File: src/rtl/gate_arbiter.sv
// Single-lane barrier controller shared by entry and exit traffic.
// Arbitrates entry/exit requests, refuses entry when the lot is full and
// exit when it is empty, and sequences the barrier through open, pass and
// close phases with a saturating down-counter timer.
module gate_arbiter #(
    parameter int CAPACITY       = 7,
    parameter int MOVE_CYCLES    = 4,
    parameter int TIMEOUT_CYCLES = 64
) (
    input  logic       clk,
    input  logic       reset,
    input  logic       req_in,
    input  logic       req_out,
    input  logic       pass_in,
    input  logic       pass_out,
    input  logic [2:0] count,
    output logic       gate_open,
    output logic       grant_in,
    output logic       grant_out,
    output logic       busy,
    output logic       full,
    output logic       reject_in,
    output logic       reject_out,
    output logic       timeout
);

    localparam int TMAX = (MOVE_CYCLES > TIMEOUT_CYCLES) ? MOVE_CYCLES : TIMEOUT_CYCLES;
    localparam int TW   = $clog2(TMAX + 1);

    localparam logic [TW-1:0] MOVE_LOAD    = TW'(MOVE_CYCLES - 1);
    localparam logic [TW-1:0] TIMEOUT_LOAD = TW'(TIMEOUT_CYCLES - 1);
    localparam logic [2:0]    CAP3         = 3'(CAPACITY);

    typedef enum logic [1:0] {
        IDLE,
        OPENING,
        PASSING,
        CLOSING
    } state_t;

    state_t          state_reg;
    logic [TW-1:0]   timer_reg;
    logic            pend_in_reg;
    logic            pend_out_reg;
    logic            last_in_reg;      // 1 = last service was entry, 0 = exit
    logic            gate_open_reg;
    logic            grant_in_reg;
    logic            grant_out_reg;
    logic            busy_reg;
    logic            reject_in_reg;
    logic            reject_out_reg;
    logic            timeout_reg;

    logic            eff_in;
    logic            eff_out;
    logic            rej_in_next;
    logic            rej_out_next;
    logic            elig_in;
    logic            elig_out;
    logic            pick_in;
    logic            pick_out;
    logic            pass_match;

    // Admission decision for the current IDLE cycle; ties go to the direction not served last
    always_comb begin
        full         = (count >= CAP3);
        eff_in       = pend_in_reg | req_in;
        eff_out      = pend_out_reg | req_out;
        rej_in_next  = eff_in & full;
        rej_out_next = eff_out & (count == 3'd0);
        elig_in      = eff_in & ~full;
        elig_out     = eff_out & (count != 3'd0);
        pick_in      = elig_in & (~elig_out | ~last_in_reg);
        pick_out     = elig_out & ~pick_in;
        pass_match   = (grant_in_reg & pass_in) | (grant_out_reg & pass_out);
    end

    // Barrier sequencer with pending-request latches and registered outputs
    always_ff @(posedge clk or negedge reset) begin
        if (!reset) begin
            state_reg      <= IDLE;
            timer_reg      <= '0;
            pend_in_reg    <= 1'b0;
            pend_out_reg   <= 1'b0;
            last_in_reg    <= 1'b0;
            gate_open_reg  <= 1'b0;
            grant_in_reg   <= 1'b0;
            grant_out_reg  <= 1'b0;
            busy_reg       <= 1'b0;
            reject_in_reg  <= 1'b0;
            reject_out_reg <= 1'b0;
            timeout_reg    <= 1'b0;
        end else begin
            reject_in_reg  <= 1'b0;
            reject_out_reg <= 1'b0;
            timeout_reg    <= 1'b0;
            // Requests are latched in any state; depth is one per direction
            pend_in_reg    <= pend_in_reg | req_in;
            pend_out_reg   <= pend_out_reg | req_out;

            case (state_reg)
                IDLE: begin
                    reject_in_reg  <= rej_in_next;
                    reject_out_reg <= rej_out_next;
                    if (rej_in_next || pick_in) begin
                        pend_in_reg <= 1'b0;
                    end
                    if (rej_out_next || pick_out) begin
                        pend_out_reg <= 1'b0;
                    end
                    if (pick_in || pick_out) begin
                        state_reg     <= OPENING;
                        grant_in_reg  <= pick_in;
                        grant_out_reg <= pick_out;
                        gate_open_reg <= 1'b1;
                        busy_reg      <= 1'b1;
                        timer_reg     <= MOVE_LOAD;
                    end
                end

                OPENING: begin
                    if (timer_reg == '0) begin
                        state_reg <= PASSING;
                        timer_reg <= TIMEOUT_LOAD;
                    end else begin
                        timer_reg <= timer_reg - 1'b1;
                    end
                end

                PASSING: begin
                    // A pass on the expiry cycle wins over the timeout
                    if (pass_match) begin
                        state_reg     <= CLOSING;
                        gate_open_reg <= 1'b0;
                        timer_reg     <= MOVE_LOAD;
                    end else if (timer_reg == '0) begin
                        state_reg     <= CLOSING;
                        gate_open_reg <= 1'b0;
                        timeout_reg   <= 1'b1;
                        timer_reg     <= MOVE_LOAD;
                    end else begin
                        timer_reg <= timer_reg - 1'b1;
                    end
                end

                CLOSING: begin
                    if (timer_reg == '0) begin
                        state_reg     <= IDLE;
                        last_in_reg   <= grant_in_reg;
                        grant_in_reg  <= 1'b0;
                        grant_out_reg <= 1'b0;
                        busy_reg      <= 1'b0;
                    end else begin
                        timer_reg <= timer_reg - 1'b1;
                    end
                end

                default: begin
                    state_reg     <= IDLE;
                    gate_open_reg <= 1'b0;
                    grant_in_reg  <= 1'b0;
                    grant_out_reg <= 1'b0;
                    busy_reg      <= 1'b0;
                end
            endcase
        end
    end

    assign gate_open  = gate_open_reg;
    assign grant_in   = grant_in_reg;
    assign grant_out  = grant_out_reg;
    assign busy       = busy_reg;
    assign reject_in  = reject_in_reg;
    assign reject_out = reject_out_reg;
    assign timeout    = timeout_reg;

endmodule

File: config.mk
export PLATFORM = sky130hd
export DESIGN_NAME = gate_arbiter
export DESIGN_NICKNAME = d
export VERILOG_FILES = /design/src/rtl/gate_arbiter.sv
export SDC_FILE = /design/constraint.sdc
export NUM_CORES = 1
export LEC_CHECK = 0
export CAP_MARGIN = 20
export CELL_PAD_IN_SITES_DETAIL_PLACEMENT = 1
export CELL_PAD_IN_SITES_GLOBAL_PLACEMENT = 1
export CORE_MARGIN = 4
export CORE_UTILIZATION = 35
export CTS_BUF_LIST = sky130_fd_sc_hd__clkbuf_8
export DETAILED_ROUTE_END_ITERATION = 8
export PLACE_DENSITY = 0.68
export SETUP_SLACK_MARGIN = 0.15
export SLEW_MARGIN = 20
export SYNTH_ARGS = -nofsm -noshare
export SYNTH_HDL_FRONTEND = slang
export SYNTH_SLANG_ARGS = --single-unit
File: constraint.sdc
create_clock -name clk -period 2.71 [get_ports clk]
set_input_delay 0.4065 -clock clk [delete_from_list [all_inputs] [get_ports clk]]
set_output_delay 0.4065 -clock clk [all_outputs]
set_load 0.03 [all_outputs]
==> results of run 1 <==
==> worst max path at each step <==
stage                               to         start  cells past startpoint
after floorplan           timer_reg[2]  state_reg[0]                      6
after global placement            full      count[0]                      4
after global routing              full      count[0]                      4
after detailed placement          full      count[0]                      4
after CTS                         full      count[0]                      4
final                             full      count[0]                      4
==> power by group through the flow <==
stage | Sequential [W] | Clock, W | Combinational, W
floorplan | 0.000381 | 0 | 0.000373
global placement | 0.000383 | 0 | 0.000485
detailed placement | 0.000387 | 0 | 0.000495
CTS | 0.000381 | 0.000207 | 0.000499
global route | 0.000391 | 0.000223 | 0.000564
finish | 0.000380 | 0.000202 | 0.000495
==> stage by stage <==
stage | util [%] | setup slack (ps) | std cells
after global placement | 43.8 | 430 | 174
after global routing | 45.3 | 306 | 178
after floorplan | - | 981 | 116
after CTS | 45.3 | 391 | 178
final | 45.3 | 391 | 178
after detailed placement | 43.8 | 392 | 174
==> worst reg2reg max path: cells and delay by family (launching register included) <==
kind                     cells  cell delay, ps
buffers and inverters        1              80
adder cells (fa/ha/maj)      1             220
multiplexers                 1             360
AND/OR/NAND/NOR              3             810
flip-flops                   1             410
==> kinds of logic (layout without fill, tap and decap cells) <==
family,after synthesis,in the layout
AO/OA/AOI/OAI,47,47
AND/OR/NAND/NOR,29,29
flip-flops,19,19
buffers and inverters,14,32
adder cells (fa/ha/maj),5,5
multiplexers,2,2
==> layout make-up <==
class	count	area [sq um]	area share (%)
clock buffers	3	41.3	2.94
clock inverters	1	5.00	0.356
multi-input cells	83	621	44.1
well taps	44	55.1	3.91
flip-flops and latches	19	475	33.8
inverters	11	41.3	2.94
repair buffers	17	168	11.9
==> cell usage in the layout (no fill, tap or decap), drive strengths merged, types with 4 or more instances in the layout <==
cell and count:
ha 5, nand2 5, a21oi 9, nand3 4, nor3 8, inv 10, o21ai 8, clkdlybuf4s50 16
nor2 5, dfrtp 19, a211oi 5
==> routing by layer <==
metal	GRT usage [%]	wire, um
met2	24.7	1400
met5	0	0
met4	3.11	19
met3	2.91	143
met1	21.6	1330
==> flow_summary.toml, run 1 <==
[critical_path]
worst_path_most_repeated_cell = "clkdlybuf4s50_1"
crit_path_top_delay_cell = "clkdlybuf4s50_1"
cp-start-kind = "input pin"
arrival_ps = 1910
worstPathCellList = "clkdlybuf4s50_1 > nand3_1 > inv_2 > clkdlybuf4s50_1"
crit_required_ps = 2300
reg2reg_setup_slack_ps = 720
cp_max_fo = 4
max_stage_delay_ps = 670
crit_buf_inv = 3
path_class = "input pin to primary output"
endpoint_kind = "primary output"
ff2ff_path_depth = 6
path_delay_family = "buffers and inverters"
regToRegEndpoint = "timer_reg[1]"
r2r-start = "timer_reg[0]"

[synth]
synthSimpleGateAreaFrac_pct = 15.1
synth_top_area_share_pct = 41.2
netlist_instances = 116
synthTopCellsByArea = "dfrtp_1 41%, ha_1 5.4%, a21oi_1 3.9%, a211oi_1 3.3%, nor3_1 3.0%"
yosysSeqAreaShare_pct = 41.2
ys_top_cells_by_count = "19 x dfrtp_1, 9 x a21oi_1, 9 x inv_1, 7 x nor3_1, 7 x o21ai_0"
ys_seq_elements = 19
synth.mux.area_fraction_pct = 1.95
synth.most_common_cell = "dfrtp_1"
netlist_area_sq_um = 1150
yosysWarnings = 0
ys_types = 44
synth_compound_area_share_pct = 31.3
syn_nets = 130
synth_top_family_by_area = "compound AO/OA/AOI/OAI gates"
synth_edf_count = 0
synth_fa_ha_area_share_pct = 5.42
synthXorXnorAreaFrac_pct = 0
avgSynthCellArea_sq_um = 9.94
synthFlopType = "dfrtp_1"
yosys.area.top_type = "dfrtp_1"
async_flop_share_pct = 100

[grt]
grt_pass1_vias = 1047
grt_pass1_wl_um = 5160
grt_overflow = 0
grt_max_degree = 20
grt_util_all_layers_pct = 15.4
grt_antenna_before_repair = 0

[detailed_routing]
viasPerCell = 5.52
via_count = 983
first_pass_iters = 4
drt-total-wl_um = 2890
wire_per_inst_um = 16.3
drc_errors = 0
drt-initial-drc-count = 23
drtAntennaViolNets = 0

[sta]
min_period_over_period_pct = 85.6
worst_clock_skew_ps = 10.6
rsz0062_at_grt = "no"
worst_pin_slew_ps = 860
min_period_ps = 2320
drv_slew = 0
setup_tns_ps = 0
setup_viol = 0
holdWs_ps = 559
max_freq_mhz = 431
slew_headroom_pct = 42.5
hold_viol = 0

[clock_tree]
h-tree-depth = 1
postCtsSetupRepairBufs = 0
clk_pin_slew_ps = 70
cts_tree = "done"
clk_latency_ps = 260
postCtsHoldBufs = 0
cts_sinks = 19
cts_buffers = 3
clock_tree.buffer_depth = 2
cts_resized = 0
root_buffer = "clkbuf_8"

[hold_path]
hp-class = "flip-flop to flip-flop"
min_from = "timer_reg[6]"
min_to = "timer_reg[6]"
hold-path-cell-count = 1

[layout]
syn_to_final_growth_pct = 21.9
layout-drive-gt1-share_pct = 11.2
nFillCells = 370
fin_nets = 149
final_area_sq_um = 1410
largest_reg_flops = 7
antenna_cells = 0

[die]
die-width_um = 65.4
rows = 20
pin_count = 17
fp.dieH_um = 65.4
die-area_sq_um = 4280
core_area_sq_um = 3100
start_util_pct = 37.2

[pwr]
comb_power_share_pct = 46.0
p_clk_share_pct = 18.7
internal_power_w = 0.000654
switching_power_w = 0.000424
ir_drop_mv = 0.290
p_per_area_nw_per_um2 = 766
p_sw_share_pct = 39.3
power.share.sequential_pct = 35.3
fin_total_pwr_w = 0.00108
p_leak_nw = 0.597

[placement]
portBuffers = 16
dpl_cell_area_sq_um = 1360
hpwl_um = 2230
gp_congestion = 0.729

[run]
cap_violations = 0

[status]
status = "finished, final reports clean"
(Power assumes the default switching activity.)
==> inputs of run 2 (changes only) <==
Settings changed: CAP_MARGIN 20 to 5.
==> results of run 2 <==
The final DEF is identical to that of run 1; final timing and power are the same.
==> inputs of run 3 (changes only) <==
Settings changed: CORE_MARGIN 4 to 2, PLACE_DENSITY 0.68 to unset, PLACE_DENSITY_LB_ADDON set to 0.1.
==> flow_summary.toml, run 3 (same netlist as run 1, synthesis figures left out) <==
[status]
status = "finished, final reports clean"

[grt]
grt_pass1_vias = 999
grt_overflow = 0
grt_max_degree = 20
grt_util_all_layers_pct = 17.8
grt_pass1_wl_um = 4840
grt_antenna_before_repair = 0

[sta]
setup_tns_ps = 0
rsz0062_at_grt = "no"
slew_headroom_pct = 65.7
min_period_over_period_pct = 85.4
worst_clock_skew_ps = 5.93
min_period_ps = 2310
hold_viol = 0
worst_pin_slew_ps = 502
drv_slew = 0
max_freq_mhz = 432
setup_viol = 0
holdWs_ps = 471

[layout]
largest_reg_flops = 7
syn_to_final_growth_pct = 22.6
final_area_sq_um = 1410
fin_nets = 150
final_common_cell = "dfrtp_1"
antenna_cells = 0
layout-drive-gt1-share_pct = 11.9
final_cell_mix = "19 x dfrtp_1, 16 x clkdlybuf4s50_1, 9 x inv_1, 9 x a21oi_1"

[pwr]
p_leak_nw = 0.602
p_per_area_nw_per_um2 = 769
ir_drop_mv = 0.314

[detailed_routing]
first_pass_iters = 4
drtAntennaViolNets = 0
via_count = 1006
viasPerCell = 5.62
wire_per_inst_um = 16.2
drc_errors = 0
drt-initial-drc-count = 27
drt-total-wl_um = 2900

[critical_path]
arrival_ps = 1910
path_class = "input pin to primary output"
worstPathCellList = "clkdlybuf4s50_1 > nand3_1 > inv_2 > clkdlybuf4s50_1"
endpoint_kind = "primary output"
cp-start-kind = "input pin"
worst_path_most_repeated_cell = "clkdlybuf4s50_1"
cp_max_fo = 4
crit_path_top_delay_cell = "clkdlybuf4s50_1"
crit_required_ps = 2300
max_stage_delay_ps = 670

[clock_tree]
postCtsSetupRepairBufs = 0
postCtsHoldBufs = 0
clk_pin_slew_ps = 80
root_buffer = "clkbuf_8"
clock_tree.buffer_depth = 2
cts_buffers = 3
cts_resized = 0
cts_tree = "done"
clk_latency_ps = 270
cts_sinks = 19
h-tree-depth = 1

[die]
start_util_pct = 37.2
core_area_sq_um = 3100
fp.dieH_um = 61.4
die-area_sq_um = 3770
die-width_um = 61.4
rows = 20
pin_count = 17

[placement]
hpwl_um = 2140
dpl_cell_area_sq_um = 1370
gp_congestion = 0.782
portBuffers = 16

[run]
cap_violations = 0

[hold_path]
hp-class = "input pin to async pin"
[run 3: where the power goes]
group          total [W]  leakage [nW]  internal, W  switching (W)
clock           0.000208        0.0255     0.000103       0.000106
combinational   0.000497         0.338     0.000225       0.000272
sequential      0.000382         0.239     0.000328      0.0000539
total            0.00109         0.602     0.000655       0.000432
[run 3: final timing paths]
check                              from           end  slack, ps  cells past startpoint
setup / recovery               count[2]          full        400                      4
setup reg to reg           state_reg[0]  timer_reg[2]        680                      6
min in group clk              gate_open     gate_open        560                      2
max in group asynchronous         reset  state_reg[0]       2030                      2
hold reg to reg               gate_open     gate_open        560                      2
hold / removal                    reset     reject_in        470                      2
[run 3: metal layers]
metal / share of wire, % / track usage, % / vias up
met2: 46 / 27.5 / 19
met4: 1.7 / 7.29 / 0
li1: - / - / 483
met1: 49 / 24.8 / 499
met5: 0 / 0 / -
met3: 3.4 / 2.73 / 5
[run 3: cell type report]
| class | instances | area [sq um] |
|---|---|---|
| Multi-Input combinational cell | 83 | 621 |
| Clock buffer | 3 | 41.3 |
| Clock inverter | 1 | 5.00 |
| Tap cell | 44 | 55.1 |
| Timing Repair Buffer | 18 | 175 |
| Fill cell | 374 | 1690 |
| Sequential cell | 19 | 475 |
| Inverter | 11 | 41.3 |
[run 3: through the flow]
stage | setup slack (ps) | utilization (%) | instances | power (W)
4_1_cts | 398 | 45.6 | 179 | 0.00110
5_1_grt | 308 | 45.6 | 179 | 0.00117
3_5_place_dp | 402 | 44.1 | 175 | 0.000886
3_3_place_gp | 430 | 44.1 | 175 | 0.000874
2_1_floorplan | 981 | - | 116 | 0.000755
6_report | 396 | 45.6 | 179 | 0.00109
[run 3: worst max-delay path, delay by kind of cell]
| kind | cells | cell delay (ps) |
|---|---|---|
| and+or+nand+nor | 1 | 170 |
| buffers and inverters | 3 | 1330 |
